[config.mk]
export PLATFORM = sky130hd
export DESIGN_NAME = alsu_cmd_feeder
export DESIGN_NICKNAME = d
export VERILOG_FILES = /design/src/rtl/ALSU_pkg.sv /design/src/rtl/alsu_cmd_fifo.sv /design/src/rtl/alsu_cmd_feeder.sv
export SDC_FILE = /design/constraint.sdc
export NUM_CORES = 1
export LEC_CHECK = 0
export CAP_MARGIN = 20
export CORE_MARGIN = 3
export CORE_UTILIZATION = 35
export CTS_BUF_LIST = sky130_fd_sc_hd__clkbuf_4
export CTS_CLUSTER_DIAMETER = 80
export CTS_CLUSTER_SIZE = 28
export DETAILED_ROUTE_END_ITERATION = 10
export DONT_BUFFER_PORTS = 1
export GPL_ROUTABILITY_DRIVEN = 0
export SYNTH_ARGS = -nofsm -noshare
export SYNTH_HDL_FRONTEND = slang
export SYNTH_SLANG_ARGS = --single-unit
[constraint.sdc]
create_clock -name clk -period 6.2 [get_ports clk]
set_input_delay 0.62 -clock clk [delete_from_list [all_inputs] [get_ports clk]]
set_output_delay 0.62 -clock clk [all_outputs]
set_load 0.02 [all_outputs]
[src/rtl/ALSU_pkg.sv]
// ALSU_pkg: shared types for the ALSU command path.
//   opcode_e       ALSU opcode encoding (6 and 7 are not valid operations)
//   alsu_cmd_t     16-bit packed command, MSB first:
//                  {A, B, opcode, cin, red_op_A, red_op_B, bypass_A, bypass_B,
//                   direction, serial_in}
//   is_invalid_cmd true for commands the feeder's optional filter discards
package ALSU_pkg;

    typedef enum logic [2:0] {
        OR        = 3'd0,
        XOR       = 3'd1,
        ADD       = 3'd2,
        MULT      = 3'd3,
        SHIFT     = 3'd4,
        ROTATE    = 3'd5,
        INVALID_6 = 3'd6,
        INVALID_7 = 3'd7
    } opcode_e;

    typedef struct packed {
        logic signed [2:0] A;
        logic signed [2:0] B;
        opcode_e           opcode;
        logic              cin;
        logic              red_op_A;
        logic              red_op_B;
        logic              bypass_A;
        logic              bypass_B;
        logic              direction;
        logic              serial_in;
    } alsu_cmd_t;

    localparam int ALSU_CMD_W = $bits(alsu_cmd_t);

    // Invalid: reserved opcode, or a reduction request on an opcode that has
    // no reduction form (only OR/XOR reduce).
    function automatic logic is_invalid_cmd(alsu_cmd_t cmd);
        logic bad_op;
        logic bad_red;
        bad_op  = (cmd.opcode == INVALID_6) || (cmd.opcode == INVALID_7);
        bad_red = (cmd.red_op_A || cmd.red_op_B) &&
                  !((cmd.opcode == OR) || (cmd.opcode == XOR));
        return bad_op || bad_red;
    endfunction

endpackage

[src/rtl/alsu_cmd_fifo.sv]
// alsu_cmd_fifo: synchronous FIFO with occupancy counter.
//   clk, rst      clock, asynchronous active-high reset (empties the FIFO)
//   push, wdata   write request/data; ignored while full
//   pop, rdata    read request; rdata shows the head entry (valid when !empty)
//   full, empty   occupancy flags, derived from the registered count
//   count         exact occupancy, 0..DEPTH
// DEPTH must be a power of 2 (>= 2) so the pointers wrap by overflow.
module alsu_cmd_fifo #(
    parameter int WIDTH = 16,
    parameter int DEPTH = 8
) (
    input  logic                       clk,
    input  logic                       rst,
    input  logic                       push,
    input  logic [WIDTH-1:0]           wdata,
    input  logic                       pop,
    output logic [WIDTH-1:0]           rdata,
    output logic                       full,
    output logic                       empty,
    output logic [$clog2(DEPTH+1)-1:0] count
);

    localparam int AW = $clog2(DEPTH);
    localparam int CW = $clog2(DEPTH + 1);

    logic [WIDTH-1:0] mem [DEPTH];
    logic [AW-1:0]    wr_ptr;
    logic [AW-1:0]    rd_ptr;
    logic             do_push;
    logic             do_pop;

    assign do_push = push && !full;
    assign do_pop  = pop && !empty;
    assign full    = (count == CW'(DEPTH));
    assign empty   = (count == '0);
    assign rdata   = mem[rd_ptr];

    // Storage needs no reset: contents are only visible through the pointers.
    always_ff @(posedge clk) begin
        if (do_push) begin
            mem[wr_ptr] <= wdata;
        end
    end

    always_ff @(posedge clk or posedge rst) begin
        if (rst) begin
            wr_ptr <= '0;
            rd_ptr <= '0;
            count  <= '0;
        end else begin
            if (do_push) begin
                wr_ptr <= wr_ptr + 1'b1;
            end
            if (do_pop) begin
                rd_ptr <= rd_ptr + 1'b1;
            end
            case ({do_push, do_pop})
                2'b10:   count <= count + 1'b1;
                2'b01:   count <= count - 1'b1;
                default: count <= count;
            endcase
        end
    end

endmodule

[src/rtl/alsu_cmd_feeder.sv]
// alsu_cmd_feeder: buffers packed ALSU commands and drives the ALSU pins one
// command at a time, with ISSUE_GAP idle cycles enforced after each issue.
//   clk, rst            clock, asynchronous active-high reset
//   cmd_valid/ready     upstream handshake (cmd_ready = !full)
//   cmd_data            packed alsu_cmd_t
//   issue_en            downstream permits an issue this cycle
//   A, B, opcode, cin, red_op_A, red_op_B, bypass_A, bypass_B, direction,
//   serial_in           registered ALSU pins, held between issues
//   issue_strobe        one-cycle pulse when newly issued pins first appear
//   fifo_count          FIFO occupancy
//   drop_cnt            filtered commands, saturating at 255
// Build option: define ALSU_CMD_FILTER_EN to drop invalid commands at pop
// time; without it every command is issued and drop_cnt is 0.
module alsu_cmd_feeder
    import ALSU_pkg::*;
#(
    parameter int DEPTH     = 8,
    parameter int ISSUE_GAP = 1
) (
    input  logic                       clk,
    input  logic                       rst,
    input  logic                       cmd_valid,
    output logic                       cmd_ready,
    input  logic [15:0]                cmd_data,
    input  logic                       issue_en,
    output logic signed [2:0]          A,
    output logic signed [2:0]          B,
    output opcode_e                    opcode,
    output logic                       cin,
    output logic                       red_op_A,
    output logic                       red_op_B,
    output logic                       bypass_A,
    output logic                       bypass_B,
    output logic                       direction,
    output logic                       serial_in,
    output logic                       issue_strobe,
    output logic [$clog2(DEPTH+1)-1:0] fifo_count,
    output logic [7:0]                 drop_cnt
);

    localparam logic [3:0] GAP_LOAD = 4'(ISSUE_GAP);

    logic                  fifo_full;
    logic                  fifo_empty;
    logic [ALSU_CMD_W-1:0] fifo_rdata;
    alsu_cmd_t             head;
    alsu_cmd_t             pins_q;
    logic [3:0]            gap_cnt;
    logic                  pop_try;
    logic                  drop;
    logic                  issue;

    alsu_cmd_fifo #(
        .WIDTH (ALSU_CMD_W),
        .DEPTH (DEPTH)
    ) u_fifo (
        .clk   (clk),
        .rst   (rst),
        .push  (cmd_valid),
        .wdata (cmd_data),
        .pop   (pop_try),
        .rdata (fifo_rdata),
        .full  (fifo_full),
        .empty (fifo_empty),
        .count (fifo_count)
    );

    assign cmd_ready = !fifo_full;
    assign head      = alsu_cmd_t'(fifo_rdata);

    // A pop always consumes the head; it becomes an issue unless filtered.
    assign pop_try = !fifo_empty && issue_en && (gap_cnt == 4'd0);

`ifdef ALSU_CMD_FILTER_EN
    logic [7:0] drop_cnt_q;

    assign drop     = pop_try && is_invalid_cmd(head);
    assign drop_cnt = drop_cnt_q;

    always_ff @(posedge clk or posedge rst) begin
        if (rst) begin
            drop_cnt_q <= 8'd0;
        end else if (drop && (drop_cnt_q != 8'hFF)) begin
            drop_cnt_q <= drop_cnt_q + 8'd1;
        end
    end
`else
    assign drop     = 1'b0;
    assign drop_cnt = 8'd0;
`endif

    assign issue = pop_try && !drop;

    // Dropped entries leave pins, strobe and gap timer untouched.
    always_ff @(posedge clk or posedge rst) begin
        if (rst) begin
            pins_q       <= '0;
            issue_strobe <= 1'b0;
            gap_cnt      <= 4'd0;
        end else begin
            issue_strobe <= issue;
            if (issue) begin
                pins_q  <= head;
                gap_cnt <= GAP_LOAD;
            end else if (gap_cnt != 4'd0) begin
                gap_cnt <= gap_cnt - 4'd1;
            end
        end
    end

    assign A         = pins_q.A;
    assign B         = pins_q.B;
    assign opcode    = pins_q.opcode;
    assign cin       = pins_q.cin;
    assign red_op_A  = pins_q.red_op_A;
    assign red_op_B  = pins_q.red_op_B;
    assign bypass_A  = pins_q.bypass_A;
    assign bypass_B  = pins_q.bypass_B;
    assign direction = pins_q.direction;
    assign serial_in = pins_q.serial_in;

endmodule

==> summary.md, run 1 <==
| Metric | Value |
|---|---|
| Sequential share of the synthesized area | `73.74%` |
| Final Hold Fails | `0` |
| Distinct cells, synth | `32` |
| GR Util All Layers | `12.70%` |
| Post-Synthesis Cells | `325` |
| Worst VDD drop | `0.1870 mV` |
| # diodes | `0` |
| Ys flop type | `edfxtp_1` |
| Initial antenna violation count | `0` |
| Crit Path Class | `flop to flop` |
| Most instantiated library cell after synthesis | `edfxtp_1` |
| Site row count | `48` |
| Mean post-synth cell area | `19.28 µm²` |
| First-pass GRT wire length | `18,230 µm` |
| CP Max Fanout | `37` |
| Port Buffers | `0` |
| DP HPWL | `6973 µm` |
| Status | `finished, final reports clean` |
| Worst-margin pin slew | `0.9026 ns` |
| Clk buf depth | `2` |
| Per-cell routed wire length | `20.31 µm` |
| Worst Skew | `0.01929 ns` |
| Non-Filler Instances | `577` |
| Hold_ws | `0.03327 ns` |
| Via density | `4.887` |
| Synth area leaders | `edfxtp_1 61%, dfrtp_1 12%, mux4_2 12%, mux2i_1 2.6%, a21oi_1 1.6%` |
| Die ar. | `19,540 µm²` |
| Synth Cell Area | `6265 µm²` |
| Yosys warns | `0` |
| Final period util | `48.74%` |
| Layout area overhead | `8.987%` |
| Normalized max-slew margin | `39.82%` |
| Yosys top cell by area | `edfxtp_1` |
| Post-CTS Resized | `0` |
| CTS sink count | `159` |
| DRT iter0 DRCs | `235` |
| Hold Crit Class | `input port to asynchronous set/reset pin` |
| Initial Util | `35.97%` |
| Largest net degree at the start of global routing | `38` |
| Clock Pin Slew Worst Setup and Hold Paths | `0.13 ns` |
| Root buf cell | `clkbuf_4` |
| Post-synth ARST share | `19.50%` |
| Period minus WS final | `3.022 ns` |
| Critical Path RT | `6.62 ns` |
| CTS tree | `built` |
| Post-synth EDFFs | `128` |
| CP Launch Type | `flop` |
| Pre-CTS setup slack | `3.151 ns` |
| F_max | `330.9 MHz` |
| Leak Pwr | `2.321 nW` |
| # DRC | `0` |
| Final WS setup | `3.178 ns` |
| Worst R2R Setup Slack | `3.18 ns` |
| # H-tree levels | `4` |
| Die X | `139.8 µm` |
| Count of final setup violators | `0` |
| Hold buffers post-CTS | `0` |
| Routed WL | `11,720 µm` |
| # Max-Cap Violations | `0` |
| Post-CTS setup buffer count | `0` |
| Vias | `2,820` |
| Final Max Slew Viols | `0` |
| Die height | `139.8 µm` |
| Nets | `365` |
| Fillcell total | `1,596` |
| RSZ-0062 raised after global routing | `false` |
| Synthesized flop and latch total | `159` |
| Commonest cells post-synth | `128 x edfxtp_1, 32 x mux4_2, 31 x dfrtp_1, 25 x nor2_1, 20 x a21oi_1` |
| Inst Count DP | `545` |
| DR pass1 iterations | `4` |
| Layout cells sized above 1 | `24.15%` |
| Setup TNS | `0 ns` |
| WP data arrival | `3.44 ns` |
| Vias in the first global route | `3,024` |
| Total CTS buffers | `17` |
| # IOs | `50` |
| Core Area | `17,420 µm²` |
| Pwr dens | `452.9 nW/µm²` |
| Skew-Pair Late Insertion Delay | `0.54 ns` |
| Util after Layout | `39.20%` |
| DRT antenna net count | `0` |
| Critical path capture point type | `flop` |
| Grt total ovfl | `0` |
| Synth top area share | `61.35%` |
==> final cells by class <==
type                    instances  area (µm²)  area share [%]
well taps                     225       281.5           4.123
multi-input cells             146        1499           21.95
clock buffers                  22       165.2           2.419
flip-flops and latches        159        4622           67.69
clock inverters                10       162.7           2.382
inverters                       4       15.01          0.2199
repair buffers                 11       82.58           1.209
==> worst max-delay path: stages (launching register included) <==
cell and delay, ns:
dfrtp_1 0.43, inv_1 0.09, ha_1 0.20, or3b_1 0.52
nor2_8 0.48, ha_1 0.34, xor2_1 0.10, ha_1 0.20
a21oi_1 0.17, xor2_1 0.16, nor2_1 0.07, xor2_1 0.14
==> power by group <==
group | leakage, nW | internal, W | total [W] | switching [W]
clock network | 0.174 | 0.000343 | 0.000690 | 0.000347
logic | 0.628 | 0.000378 | 0.000733 | 0.000355
registers | 1.52 | 0.00138 | 0.00167 | 0.000290
total | 2.32 | 0.00210 | 0.00309 | 0.000993
==> sequential cells by signal (all words and copies together), names as in the netlist <==
register	flops
red_op_A	1
cin	1
u_fifo.wr_ptr	3
B	3
u_fifo.count	4
issue_strobe	1
u_fifo.mem	128
red_op_B	1
serial_in	1
bypass_B	1
A	3
gap_cnt	4
u_fifo.rd_ptr	3
bypass_A	1
opcode	3
direction	1
==> routing by layer <==
metal / part of all wire (%) / global-route usage (%)
met5: 0 / 0
met4: 1.5 / 4.488
met3: 5.4 / 4.674
met1: 44 / 16.17
met2: 49 / 20.16
==> final timing paths <==
path	cells after the start	to	start
max in group asynchronous	2	B[1]	rst
worst min-delay path	1	u_fifo.count[2]	rst
min in group clk	0	u_fifo.mem[6][7]	cmd_data[7]
worst max register to register	11	u_fifo.count[2]	gap_cnt[0]
worst min register to register	1	gap_cnt[0]	gap_cnt[0]
worst max-delay path	11	u_fifo.count[2]	gap_cnt[0]
==> metrics by stage <==
| stage | total power [W] | instance area (µm²) |
|---|---|---|
| 2_1_floorplan | 0.002255 | 6291 |
| 3_3_place_gp | 0.002423 | 6500 |
| 3_5_place_dp | 0.002459 | 6500 |
| 4_1_cts | 0.003151 | 6828 |
| 5_1_grt | 0.003287 | 6828 |
| 6_report | 0.003092 | 6828 |
==> layout by cell type, fill, tap and decap left out, types with 3 or more instances in the layout <==
| cell type | instances |
|---|---|
| inv_1 | 4 |
| nand2_1 | 4 |
| nor2_1 | 25 |
| xnor2_1 | 4 |
| nand3_1 | 4 |
| ha_1 | 6 |
| mux2i_1 | 16 |
| xor2_1 | 4 |
| edfxtp_1 | 128 |
| a21oi_1 | 20 |
| clkbuf_4 | 22 |
| buf_4 | 11 |
| o21ai_0 | 3 |
| mux4_2 | 32 |
| dfrtp_1 | 29 |
| conb_1 | 8 |
| bufinv_16 | 4 |
| nand2b_1 | 3 |
==> kinds of logic (layout without fill, tap and decap cells) <==
logic type	count (synthesis)	in the layout	share of synthesized area [%]
mux	51	51	14.60
compound gates	26	26	2.537
simple gates	47	47	3.835
fa+ha+maj	6	6	1.198
flops	159	159	73.74
other cells	1	8	0.05986
buf+inv	27	47	2.916
xor+xnor	8	8	1.118
(Power assumes the default switching activity.)
==> run 2: changes to the inputs <==
Clock period 6.2 ns to 3.1 ns, I/O delays scaled along.
==> run 2 against run 1 <==
Core utilization increased by 0.98 points; wire length decreased by 2.9%; combinational power increased by 120%; critical path depth decreased by 2; register-to-register slack got worse by 2.8 ns; worst setup slack got worse by 2.8 ns; via count increased by 3.3%; sequential power increased by 95%; non-clock buffer count increased by 22; clock power increased by 80%; first-iteration DRC count decreased by 34%; largest cell class unchanged.
==> summary.md, run 2 (synthesis gave the netlist of run 1 again) <==
| Metric | Value |
|---|---|
| Worst Skew | `0.02228 ns (was 0.01929 ns)` |
| Hold buffers post-CTS | `19 (was 0)` |
| Period minus WS final | `2.695 ns (was 3.022 ns)` |
| Per-cell routed wire length | `19.03 µm (was 20.31 µm)` |
| Seq pwr share | `53.5% (was 54.0%)` |
| Normalized max-slew margin | `47.57% (was 39.82%)` |
| R2R depth | `9 (was 11)` |
| Largest registers | `u_fifo.mem: 128 flops, gap_cnt: 4 flops, u_fifo.count: 4 flops (unchanged)` |
| Util after Layout | `40.18% (was 39.20%)` |
| Die X | `139.8 µm (unchanged)` |
| Total CTS buffers | `17 (unchanged)` |
| Most common cell after layout, fill and taps aside | `edfxtp_1 (unchanged)` |
| NetSw | `0.001976 W (was 0.0009926 W)` |
| Final period util | `86.95% (was 48.74%)` |
| Pwr dens | `870.1 nW/µm² (was 452.9 nW/µm²)` |
| Clk buf depth | `2 (unchanged)` |
| Die ar. | `19,540 µm² (unchanged)` |
| Port Buffers | `0 (unchanged)` |
| RSZ-0062 raised after global routing | `false (unchanged)` |
| Vias | `2,914 (was 2,820)` |
| Non-Filler Instances | `598 (was 577)` |
| Site row count | `48 (unchanged)` |
| First-pass GRT wire length | `17,730 µm (was 18,230 µm)` |
| GR Util All Layers | `12.29% (was 12.70%)` |
| Status | `finished, final reports clean (unchanged)` |
| Combinational fraction of design power | `26.1% (was 23.7%)` |
| Setup TNS | `0 ns (unchanged)` |
| # H-tree levels | `4 (unchanged)` |
| F_max | `371.0 MHz (was 330.9 MHz)` |
| Clock share of power | `20.4% (was 22.3%)` |
| Pre-CTS setup slack | `0.4194 ns (was 3.151 ns)` |
| CTS sink count | `159 (unchanged)` |
| Via density | `4.873 (was 4.887)` |
| # diodes | `0 (unchanged)` |
| # IOs | `50 (unchanged)` |
| Routed WL | `11,380 µm (was 11,720 µm)` |
| DP HPWL | `6583 µm (was 6973 µm)` |
| DRT antenna net count | `0 (unchanged)` |
| Count of final setup violators | `0 (unchanged)` |
| R2R Path End | `u_fifo.count[3] (was u_fifo.count[2])` |
| Clock Pin Slew Worst Setup and Hold Paths | `0.13 ns (about the same)` |
| CP Launch Type | `flop (unchanged)` |
| Switching share of power | `32.46% (was 32.10%)` |
| Final WS setup | `0.4046 ns (was 3.178 ns)` |
| Worst R2R Setup Slack | `0.40 ns (was 3.18 ns)` |
| Die height | `139.8 µm (unchanged)` |
| Max reg flops | `128 (unchanged)` |
| Leak Pwr | `2.405 nW (was 2.321 nW)` |
| Int Power | `0.004113 W (was 0.002100 W)` |
| Inst Count DP | `548 (was 545)` |
| Nets | `387 (was 365)` |
| Final Max Slew Viols | `0 (unchanged)` |
| Initial Util | `35.97% (unchanged)` |
| Initial antenna violation count | `0 (unchanged)` |
| DR pass1 iterations | `4 (unchanged)` |
| Skew-Pair Late Insertion Delay | `0.54 ns (about the same)` |
| Critical Path RT | `3.52 ns (was 6.62 ns)` |
| Post-CTS setup buffer count | `0 (unchanged)` |
| Critical path capture point type | `flop (unchanged)` |
| CP Max Fanout | `36 (was 37)` |
| # DRC | `0 (unchanged)` |
| Post-CTS Resized | `0 (unchanged)` |
| Root buf cell | `clkbuf_4 (unchanged)` |
| WP data arrival | `3.11 ns (was 3.44 ns)` |
| Hold Crit Class | `input port to asynchronous set/reset pin (unchanged)` |
| Reg with most FFs | `u_fifo.mem (unchanged)` |
| Grt total ovfl | `0 (unchanged)` |
| Final Hold Fails | `0 (unchanged)` |
| Hold_ws | `0.3442 ns (was 0.03327 ns)` |
| CTS tree | `built (unchanged)` |
| Crit Path Class | `flop to flop (unchanged)` |
| Layout cells sized above 1 | `22.52% (was 24.15%)` |
| DRT iter0 DRCs | `155 (was 235)` |
| R2r startpoint | `gap_cnt[0] (unchanged)` |
| Worst VDD drop | `0.4448 mV (was 0.1870 mV)` |
| Largest net degree at the start of global routing | `37 (was 38)` |
| Vias in the first global route | `3,046 (was 3,024)` |
| Core Area | `17,420 µm² (unchanged)` |
| Layout area overhead | `11.70% (was 8.987%)` |
| # Max-Cap Violations | `0 (unchanged)` |
| Leading cell types in the layout, fill and taps excluded | `128 x edfxtp_1, 32 x mux4_2, 30 x dfrtp_1, 25 x nor2_1, 20 x a21oi_1 (was 128 x edfxtp_1, 32 x mux4_2, 29 x dfrtp_1, 25 x nor2_1, 22 x clkbuf_4)` |
| Worst-margin pin slew | `0.7856 ns (was 0.9026 ns)` |
[run 2: cell types whose count changed in the layout (fill, tap and decap cells not counted), sizes merged]
| cell | before | now |
|---|---|---|
| bufinv | 4 | 3 |
| clkinv | 4 | 7 |
| clkinvlp | 2 | 0 |
| dlygate4sd3 | 0 | 19 |
| inv | 4 | 6 |
| buf | 11 | 14 |
| clkbuf | 22 | 19 |
[run 2: final cells by class]
type / count / area (µm²)
Tap cell: 225 / 281.5
Timing Repair Buffer: 33 / 295.3
Fill cell: 1592 / 10420
Inverter: 4 / 15.01
Sequential cell: 159 / 4621
Clock buffer: 19 / 142.6
Multi-Input combinational cell: 146 / 1499
Clock inverter: 12 / 143.9
[run 2: worst max path at each step]
stage	startpoint	end	cells past startpoint
after global routing	gap_cnt[0]	u_fifo.count[3]	9
after CTS	gap_cnt[0]	u_fifo.count[3]	9
after global placement	gap_cnt[0]	u_fifo.count[3]	9
after detailed placement	gap_cnt[0]	u_fifo.count[3]	9
after floorplan	u_fifo.count[1]	u_fifo.mem[0][0]	5
final	gap_cnt[0]	u_fifo.count[3]	9
[run 2: critical path, cell delays in order, from the launching register on]
cell	delay, ns
dfrtp_1	0.41
inv_1	0.08
ha_1	0.21
or3b_1	0.52
nor2_8	0.15
buf_4	0.37
ha_1	0.38
nor3b_1	0.23
a32oi_1	0.10
xnor2_1	0.14
[run 2: power by group through the flow]
stage | logic [W] | clock network (W) | registers [W]
after global routing | 0.00176 | 0.00139 | 0.00333
after detailed placement | 0.00159 | 0 | 0.00333
after CTS | 0.00164 | 0.00129 | 0.00328
final | 0.00159 | 0.00124 | 0.00326
after global placement | 0.00156 | 0 | 0.00331
after floorplan | 0.00137 | 0 | 0.00314
[run 2: metal layers]
metal	global-route usage, %	up-vias	part of all wire [%]
met5	0	-	0
met4	3.519	0	1.0
met3	4.811	10	5.2
met2	19.83	60	50
met1	15.54	1511	43
li1	-	1333	-
[run 2: stage by stage]
step	power (W)	instance area, µm²
2_1_floorplan	0.004511	6291
3_3_place_gp	0.004873	6521
3_5_place_dp	0.004923	6521
4_1_cts	0.006209	6998
5_1_grt	0.006478	6998
6_report	0.006089	6998
==> run 3: changes to the inputs <==
Settings changed: CORE_ASPECT_RATIO set to 1.75.
==> run 3 against run 2 <==
Via count rose by 0.48%; combinational power fell by 3%; die area rose by 0.32%; critical path type unchanged; critical endpoint is now u_fifo.count[2].
==> summary.md, run 3 (synthesis gave the netlist of run 1 again) <==
| Metric | Value |
|---|---|
| Final Hold Fails | `0 (unchanged)` |
| Normalized max-slew margin | `45.43% (was 47.57%)` |
| Worst VDD drop | `0.3902 mV (was 0.4448 mV)` |
| Period minus WS final | `2.571 ns (was 2.695 ns)` |
| Vias in the first global route | `3,126 (was 3,046)` |
| Routed WL | `11,620 µm (was 11,380 µm)` |
| Die height | `183.0 µm (was 139.8 µm)` |
| Site row count | `64 (was 48)` |
| Worst-margin pin slew | `0.8186 ns (was 0.7856 ns)` |
| Hold_ws | `0.1862 ns (was 0.3442 ns)` |
| Nets | `388 (was 387)` |
| # DRC | `0 (unchanged)` |
| R2r startpoint | `u_fifo.count[0] (was gap_cnt[0])` |
| Setup TNS | `0 ns (unchanged)` |
| Root buf cell | `clkbuf_4 (unchanged)` |
| RSZ-0062 raised after global routing | `false (unchanged)` |
| WP data arrival | `3.00 ns (was 3.11 ns)` |
| Layout cells sized above 1 | `23.47% (was 22.52%)` |
| Post-CTS Resized | `0 (unchanged)` |
| Hold Crit Class | `input port to asynchronous set/reset pin (unchanged)` |
| Leading cell types in the layout, fill and taps excluded | `128 x edfxtp_1, 32 x mux4_2, 30 x dfrtp_1, 25 x nor2_1, 21 x clkbuf_4 (was 128 x edfxtp_1, 32 x mux4_2, 30 x dfrtp_1, 25 x nor2_1, 20 x a21oi_1)` |
| Worst R2R Setup Slack | `0.53 ns (was 0.40 ns)` |
| Max reg flops | `128 (unchanged)` |
| Crit Path Class | `flop to flop (unchanged)` |
| CP Max Fanout | `7 (was 36)` |
| Clock share of power | `20.9% (was 20.4%)` |
| Fillcell total | `1,556 (was 1,592)` |
| Core Area | `17,540 µm² (was 17,420 µm²)` |
| Layout area overhead | `12.50% (was 11.70%)` |
| Critical Path RT | `3.53 ns (was 3.52 ns)` |
| Status | `finished, final reports clean (unchanged)` |
| Final non-filler cell area | `7048 µm² (was 6998 µm²)` |
| GR Util All Layers | `12.60% (was 12.29%)` |
| Most common cell after layout, fill and taps aside | `edfxtp_1 (unchanged)` |
| # IOs | `50 (unchanged)` |
| Vias | `2,928 (was 2,914)` |
| Reg with most FFs | `u_fifo.mem (unchanged)` |
| Initial antenna violation count | `1 (was 0)` |
| NetSw | `0.001980 W (was 0.001976 W)` |
| Per-cell routed wire length | `19.15 µm (was 19.03 µm)` |
| Worst Skew | `0.03214 ns (was 0.02228 ns)` |
| # H-tree levels | `4 (unchanged)` |
| Die X | `107.1 µm (was 139.8 µm)` |
| Grt total ovfl | `0 (unchanged)` |
| Die ar. | `19,600 µm² (was 19,540 µm²)` |
| DRT iter0 DRCs | `174 (was 155)` |
| Seq pwr share | `54.0% (was 53.5%)` |
| # Max-Cap Violations | `0 (unchanged)` |
| DRT antenna net count | `0 (unchanged)` |
| Clock Pin Slew Worst Setup and Hold Paths | `0.15 ns (was 0.13 ns)` |
| Total CTS buffers | `17 (unchanged)` |
| CTS tree | `built (unchanged)` |
| Count of final setup violators | `0 (unchanged)` |
| Int Power | `0.004142 W (was 0.004113 W)` |
| Pwr dens | `868.7 nW/µm² (was 870.1 nW/µm²)` |
| Largest registers | `u_fifo.mem: 128 flops, gap_cnt: 4 flops, u_fifo.count: 4 flops (unchanged)` |
| Final period util | `82.92% (was 86.95%)` |
| CP Launch Type | `flop (unchanged)` |
| Initial Util | `35.72% (was 35.97%)` |
| Combinational fraction of design power | `25.1% (was 26.1%)` |
| DP HPWL | `7145 µm (was 6583 µm)` |
| CTS sink count | `159 (unchanged)` |
| Final Max Slew Viols | `0 (unchanged)` |
| Critical path capture point type | `flop (unchanged)` |
| Switching share of power | `32.34% (was 32.46%)` |
| F_max | `389.0 MHz (was 371.0 MHz)` |
| Via density | `4.824 (was 4.873)` |
| Placed inst area | `6529 µm² (was 6521 µm²)` |
| Critical path launch point | `u_fifo.count[0] (was gap_cnt[0])` |
| Leak Pwr | `2.428 nW (was 2.405 nW)` |
| Clk buf depth | `2 (unchanged)` |
| Skew-Pair Late Insertion Delay | `0.55 ns (was 0.54 ns)` |
| Largest net degree at the start of global routing | `36 (was 37)` |
| Port Buffers | `0 (unchanged)` |
| DR pass1 iterations | `6 (was 4)` |
| First-pass GRT wire length | `18,110 µm (was 17,730 µm)` |
-- run 3: cell types whose count changed in the layout (fill, tap and decap cells not counted), moves of 2 or more --
cell	delta
clkinv_1	-2
inv_6	-2
clkbuf_4	+2
clkinv_4	+2
-- run 3: path summary, 6_finish.rpt --
kind                                          end  cells past startpoint
worst max-delay path              u_fifo.count[2]                      9
worst min-delay path                         A[1]                      2
worst max register to register    u_fifo.count[2]                      9
worst min register to register         gap_cnt[0]                      1
max in group asynchronous                red_op_A                      4
min in group clk                u_fifo.mem[1][12]                      3
-- run 3: routing by layer --
| metal | up-vias | track usage, % | share of wire [%] |
|---|---|---|---|
| met1 | 1539 | 13.71 | 38 |
| met4 | 0 | 4.659 | 1.7 |
| met5 | - | 0 | 0 |
| li1 | 1327 | - | - |
| met2 | 53 | 22.85 | 56 |
| met3 | 9 | 3.734 | 4.0 |
-- run 3: metrics by stage --
stage | setup WS, ns | cells | util, % | power [W]
finish | 0.5294 | 607 | 40.19 | 0.006122
global route | 0.2963 | 607 | 40.19 | 0.006508
CTS | 0.5264 | 605 | 40.02 | 0.006236
detailed placement | 0.5637 | 554 | 37.23 | 0.004915
global placement | 0.5819 | 554 | 37.23 | 0.004848
floorplan | 0.2968 | 332 | - | 0.004511
-- run 3: final cells by class --
class / instances / area [µm²] / area share (%)
Multi-Input combinational cell: 146 / 1499 / 21.27
Clock inverter: 11 / 141.4 / 2.006
Timing Repair Buffer: 34 / 322.8 / 4.580
Tap cell: 231 / 289.0 / 4.101
Inverter: 4 / 15.01 / 0.2130
Sequential cell: 159 / 4621 / 65.56
Clock buffer: 21 / 157.7 / 2.237
Antenna cell: 1 / 2.502 / 0.03551
-- run 3: power by group through the flow --
| stage | clock (W) | sequential [W] | combinational [W] |
|---|---|---|---|
| 2_1_floorplan | 0 | 0.00314 | 0.00137 |
| 3_3_place_gp | 0 | 0.00335 | 0.00149 |
| 3_5_place_dp | 0 | 0.00338 | 0.00153 |
| 4_1_cts | 0.00133 | 0.00333 | 0.00158 |
| 5_1_grt | 0.00142 | 0.00338 | 0.00171 |
| 6_report | 0.00128 | 0.00331 | 0.00154 |
-- run 3: worst max-delay path, cell delays in order, from the launching register on --
cell	delay (ns)
dfrtp_1	0.57
or4b_4	0.68
nand2_2	0.14
ha_1	0.26
xor2_1	0.09
ha_1	0.20
a21oi_1	0.14
xor2_1	0.16
nor2_1	0.06
xor2_1	0.14
-- run 3: timing repair --
item | 4_1_cts | 5_1_grt
hold buffers | 19 | 0
endpoints found under the hold margin | 154 | 0
setup buffers | 0 | 0
